$ cat src/rtl/shift_ser_ctrl_pkg.sv
// Shared definitions for the shift-register serializer: register mode codes,
// controller state encoding and the gap-timer width.
package shift_ser_ctrl_pkg;

    typedef enum logic [1:0] {
        MODO_SHIFT  = 2'b00,
        MODO_ROTATE = 2'b01,
        MODO_LOAD   = 2'b10,
        MODO_HOLD   = 2'b11
    } modo_t;

    typedef enum logic [2:0] {
        ST_CLR   = 3'd0,
        ST_IDLE  = 3'd1,
        ST_LOAD  = 3'd2,
        ST_SHIFT = 3'd3,
        ST_PAR   = 3'd4,
        ST_GAP   = 3'd5
    } state_t;

    // GAP ranges 0..15
    localparam int GAP_CW = 4;

endpackage

$ cat src/rtl/shift_ser_ctrl_bit_cnt.sv
// Up-counter with synchronous clear/increment and a terminal flag against a
// programmable last value; serves both the bit count and the gap timer.
module shift_ser_ctrl_bit_cnt #(
    parameter int W = 3
) (
    input  logic         clk_sys,
    input  logic         rst,
    input  logic         clr,
    input  logic         inc,
    input  logic [W-1:0] last,
    output logic         tc
);

    logic [W-1:0] cnt;

    always_ff @(posedge clk_sys) begin
        if (rst || clr) begin
            cnt <= '0;
        end else if (inc) begin
            cnt <= cnt + W'(1);
        end
    end

    assign tc = (cnt == last);

endmodule

$ cat src/rtl/shift_ser_ctrl.sv
// Sequencer for a 4-bit universal shift register: load a word, stream it out
// bit by bit over valid/ready. Define SHIFT_SER_PARITY_EN to append an even-parity bit.
//
// state | meaning
// CLR   | one cycle: parallel-load zeros, the register has no reset of its own
// IDLE  | REQ_READY high, waiting for a word
// LOAD  | one cycle: parallel-load the captured word
// SHIFT | present Q end bit, shift on each TX accept
// PAR   | present even parity of the word (parity build only)
// GAP   | GAP idle cycles, DONE on the first one
module shift_ser_ctrl
    import shift_ser_ctrl_pkg::*;
#(
    parameter int WIDTH = 4,
    parameter int GAP   = 1
) (
    input  logic             CLK,
    input  logic             RST,
    input  logic             REQ_VALID,
    output logic             REQ_READY,
    input  logic [WIDTH-1:0] REQ_DATA,
    input  logic             REQ_DIR,
    output logic             TX_VALID,
    input  logic             TX_READY,
    output logic             TX_BIT,
    output logic             DONE,
    output logic             ENB,
    output logic [1:0]       MODO,
    output logic             DIR,
    output logic             S_IN,
    output logic [WIDTH-1:0] D,
    input  logic [WIDTH-1:0] Q
);

    localparam int                CW            = $clog2(WIDTH + 1);
    localparam logic [CW-1:0]     BIT_LAST      = CW'(WIDTH - 1);
    localparam logic [GAP_CW-1:0] GAP_LAST      = GAP_CW'((GAP > 0) ? GAP - 1 : 0);
    localparam state_t            ST_AFTER_WORD = (GAP == 0) ? ST_IDLE : ST_GAP;
    localparam logic [WIDTH-1:0]  MSB_MASK      = {1'b1, {(WIDTH-1){1'b0}}};
    localparam logic [WIDTH-1:0]  LSB_MASK      = {{(WIDTH-1){1'b0}}, 1'b1};

    state_t           state;
    logic [WIDTH-1:0] data_r;
    logic             dir_r;
    logic             done_r;
    logic             bit_tc;
    logic             gap_tc;

    shift_ser_ctrl_bit_cnt #(.W(CW)) u_bit_cnt (
        .clk_sys (CLK),
        .rst     (RST),
        .clr     (state != ST_SHIFT),
        .inc     ((state == ST_SHIFT) && TX_READY),
        .last    (BIT_LAST),
        .tc      (bit_tc)
    );

    shift_ser_ctrl_bit_cnt #(.W(GAP_CW)) u_gap_cnt (
        .clk_sys (CLK),
        .rst     (RST),
        .clr     (state != ST_GAP),
        .inc     (state == ST_GAP),
        .last    (GAP_LAST),
        .tc      (gap_tc)
    );

    always_ff @(posedge CLK) begin
        if (RST) begin
            state  <= ST_CLR;
            data_r <= '0;
            dir_r  <= 1'b0;
            done_r <= 1'b0;
        end else begin
            done_r <= 1'b0;
            case (state)
                ST_CLR:  state <= ST_IDLE;
                ST_IDLE: begin
                    if (REQ_VALID) begin
                        data_r <= REQ_DATA;
                        dir_r  <= REQ_DIR;
                        state  <= ST_LOAD;
                    end
                end
                ST_LOAD: state <= ST_SHIFT;
                ST_SHIFT: begin
                    if (TX_READY && bit_tc) begin
`ifdef SHIFT_SER_PARITY_EN
                        state  <= ST_PAR;
`else
                        done_r <= 1'b1;
                        state  <= ST_AFTER_WORD;
`endif
                    end
                end
`ifdef SHIFT_SER_PARITY_EN
                ST_PAR: begin
                    if (TX_READY) begin
                        done_r <= 1'b1;
                        state  <= ST_AFTER_WORD;
                    end
                end
`endif
                ST_GAP:  if (gap_tc) state <= ST_IDLE;
                default: state <= ST_CLR;
            endcase
        end
    end

    // Reset overrides the state decode so outputs are quiet from the first reset cycle
    always_comb begin
        REQ_READY = 1'b0;
        TX_VALID  = 1'b0;
        TX_BIT    = 1'b0;
        ENB       = 1'b0;
        MODO      = MODO_HOLD;
        DIR       = 1'b0;
        D         = '0;
        if (!RST) begin
            case (state)
                ST_CLR: begin
                    ENB  = 1'b1;
                    MODO = MODO_LOAD;
                end
                ST_IDLE: REQ_READY = 1'b1;
                ST_LOAD: begin
                    ENB  = 1'b1;
                    MODO = MODO_LOAD;
                    D    = data_r;
                end
                ST_SHIFT: begin
                    TX_VALID = 1'b1;
                    TX_BIT   = |(Q & (dir_r ? MSB_MASK : LSB_MASK));
                    DIR      = dir_r;
                    MODO     = MODO_SHIFT;
                    ENB      = TX_READY;
                end
`ifdef SHIFT_SER_PARITY_EN
                ST_PAR: begin
                    TX_VALID = 1'b1;
                    TX_BIT   = ^data_r;
                end
`endif
                default: ;
            endcase
        end
    end

    assign DONE = done_r & ~RST;
    assign S_IN = 1'b0;

endmodule
$ cat config.mk
export PLATFORM = sky130hd
export DESIGN_NAME = shift_ser_ctrl
export DESIGN_NICKNAME = d
export VERILOG_FILES = /design/src/rtl/shift_ser_ctrl_pkg.sv /design/src/rtl/shift_ser_ctrl_bit_cnt.sv /design/src/rtl/shift_ser_ctrl.sv
export SDC_FILE = /design/constraint.sdc
export NUM_CORES = 1
export LEC_CHECK = 0
export ABC_AREA = 1
export BUFFER_PORTS_ARGS = -buffer_cell sky130_fd_sc_hd__clkbuf_2
export CORE_ASPECT_RATIO = 0.8
export CORE_UTILIZATION = 35
export CTS_CLUSTER_SIZE = 25
export DETAILED_ROUTE_END_ITERATION = 10
export PLACE_DENSITY = 0.6
export SETUP_SLACK_MARGIN = 0.1
export SYNTH_ARGS = -nofsm -noshare
export SYNTH_HDL_FRONTEND = slang
export SYNTH_SLANG_ARGS = --single-unit
$ cat constraint.sdc
create_clock -name CLK -period 1.2 [get_ports CLK]
set_input_delay 0.12 -clock CLK [delete_from_list [all_inputs] [get_ports CLK]]
set_output_delay 0.12 -clock CLK [all_outputs]
set_load 0.02 [all_outputs]
==> impl_metrics.toml <==
[die]
io_pins = 26
core_area_sq_um = 2160
num_rows = 15
start_util_pct = 37.3
dieArea_sq_um = 2500
die_x_um = 55.6
die_h_um = 44.9

[yosys]
synthAdderAreaFrac_pct = 6.21
synth_compound_area_share_pct = 12.0
synth_warnings = 0
synthSimpleGateAreaFrac_pct = 29.0
synth-seq-cells = 16
ys_seq_area_share_pct = 39.8
synth_mux_area_share_pct = 0
synth_top_family_by_area = "simple AND/OR/NAND/NOR gates"
syn_nets = 127
syn_area_sq_um = 806
synth_cells = 110
synth_xor_area_share_pct = 2.17
ys_types = 20
synth.avg_cell_area_sq_um = 7.33

[routing]
drt_iter0_drc = 17
avgViaCountPerCell = 4.63
ant_nets = 0
finalWirelength_mm = 1.84
drt_first_pass_iters = 4
drc_errors = 0
wire_per_inst_um = 10.9
vias = 782

[sta]
rsz0062_at_grt = "true"
max_freq_mhz = 698
skew_ns = 0.00756
layout_min_cycle_time_ns = 1.43
slew_viol_final = 0
hold_violations = 0
fin_ws_ns = -0.232
period_share_pct = 119
setup_viol = 12

[hold_path]
worstHoldPathType = "in -> reg"
min_to = "data_r[0]$_SDFFE_PP0P_"
min_from = "REQ_DATA[0]"
holdPathStages = 3

[global_routing]
grtUsageTotal_pct = 15.3
grt.overflow.total = 0
grt_pass1_wl_mm = 2.94
grt_start_max_net_pins = 11
antenna_found_initial = 0
grt_pass1_vias = 709

[finish]
finalNetCount = 162
fillers = 201
mostFrequentLayoutCell = "nand2_1"
final_cell_mix = "nand2_1, inv_1, clkbuf_2"
area_growth_pct = 46.0
fin_area_sq_um = 1180
antenna_cells = 0
drive_gt1_share_pct = 46.5

[setup_path]
arrival_ns = 1.31
worst-endpoint-required_ns = 1.08
path_class = "reg -> out"
rr_endpoint = "state[2]$_SDFFE_PP0P_"
reg2reg_from = "state[0]$_SDFFE_PP0P_"
crit_fanout = 4
endpoint_kind = "output port"
r2r_slack_ns = -0.03
start_kind = "flip-flop"
reg2reg_depth = 8

[flow_run]
cap_violations = 0

[placed_design]
hpwl_mm = 1.24
dpl_cell_area_sq_um = 986
post-place-ws_ns = 0.00887
place.gp.congestion = 0.806
io_buffers = 22

[run_status]
status = "finished, violations left"
violations = "setup timing"

[clock_network]
numClockSinks = 16
cts_max_level = 1
clock_latency_ns = 0.29
cts_tree = "yes"
holdBufCountCts = 0
cts-root-buf = "clkbuf_4"
path_clk_slew_ns = 0.10
tritoncts.num_buffers = 3
cts.path.max_buffers = 2

[power]
p_per_area_nw_per_um2 = 1310
p_leak_nw = 0.513
max-vdd-ir-drop_uv = 707
[cells in the mapped netlist]
library cell	instances	area (sq um)
conb_1	1	3.75
ha_1	4	50.1
xnor2_1	2	17.5
nor2_1	14	52.6
o21ai_1	7	35.0
nor2_2	2	12.5
nand3_1	2	10.0
buf_2	1	5.00
nand3_4	1	17.5
nor3_1	5	25.0
a21oi_2	3	26.3
nand2_1	21	78.8
nor2_4	1	11.3
inv_1	15	56.3
inv_2	4	15.0
a21oi_1	7	35.0
buf_4	1	7.51
dfxtp_1	16	320
nand3_2	2	20.0
or2_2	1	6.26
[timing repair]
action	CTS	global route
resized for setup	10	25
setup buffers	2	5
pin swaps	3	11
setup endpoints to repair	21	25
[report_power, final]
group / internal (mW) / switching [mW]
Sequential: 0.591 / 0.0320
Clock: 0.185 / 0.171
Combinational: 0.225 / 0.334
Total: 1.00 / 0.537
[area by class of cell]
type	count	area (sq um)	share of cell area [%]
clock buffer	4	36.3	3.09
tap	25	31.3	2.66
multi-input combinational	73	484	41.2
timing repair buffer	32	223	18.9
sequential	16	328	27.9
inverter	19	73.8	6.28
[cell families (layout without fill, tap and decap cells)]
kind of cell               count (synthesis)  count (layout)
other                                      1               1
DFF                                       16              16
xor gates and xnor gates                   2               2
adders and majority gates                  4               4
and+or+nand+nor                           49              49
AOI/OAI and AO/OA                         17              17
buffers and inverters                     21              55
[metal layers]
layer	vias to the layer above	global-route usage, %	wire [um]
met2	22	28.2	915
li1	410	-	-
met3	2	5.44	96
met4	0	3.00	18
met5	-	0	0
met1	348	17.5	808
[registers in the layout (all words and copies together) (netlist names)]
signal and flops:
data_r 4, dir_r 1, done_r 1, state 3, u_bit_cnt.cnt 3, u_gap_cnt.cnt 4
[worst max-delay path, stage by stage, from the launching register on]
cell and delay (ns):
dfxtp_4 0.37, nand2_2 0.07, nor2_4 0.11, inv_2 0.06, nor2_4 0.11, inv_4 0.07, a21oi_4 0.12, buf_8 0.12
[metrics by stage]
| step | power, mW | cells | utilization (%) | hold slack, ns | TNS [ns] |
|---|---|---|---|---|---|
| 6_report | 1.54 | 169 | 54.5 | 0.0810 | -2.11 |
| 5_1_grt | 1.65 | 169 | 54.5 | 0.0810 | -3.29 |
| 4_1_cts | 1.43 | 165 | 49.9 | 0.0754 | -2.82 |
| 3_5_place_dp | 1.03 | 159 | 45.7 | 0.388 | 0 |
| 3_3_place_gp | 1.03 | 159 | 45.7 | 0.387 | 0 |
| 2_1_floorplan | 0.928 | 110 | - | 0.263 | 0 |
[how the worst max path moves through the flow]
stage / startpoint / endpoint / slack (ns) / depth (start not counted)
after floorplan: state[2]$_SDFFE_PP0P_ / D[0] / 0.02 / 3
after global placement: u_bit_cnt.cnt[0]$_SDFFE_PN0P_ / state[0]$_SDFFE_PP0P_ / 0.006 / 7
after detailed placement: u_bit_cnt.cnt[0]$_SDFFE_PN0P_ / state[0]$_SDFFE_PP0P_ / 0.009 / 7
after CTS: state[1]$_SDFFE_PP0P_ / TX_BIT / -0.32 / 7
after global routing: state[1]$_SDFFE_PP0P_ / TX_BIT / -0.33 / 7
final: state[1]$_SDFFE_PP0P_ / TX_BIT / -0.23 / 7
No activity file was read; power rests on OpenSTA's default activity.
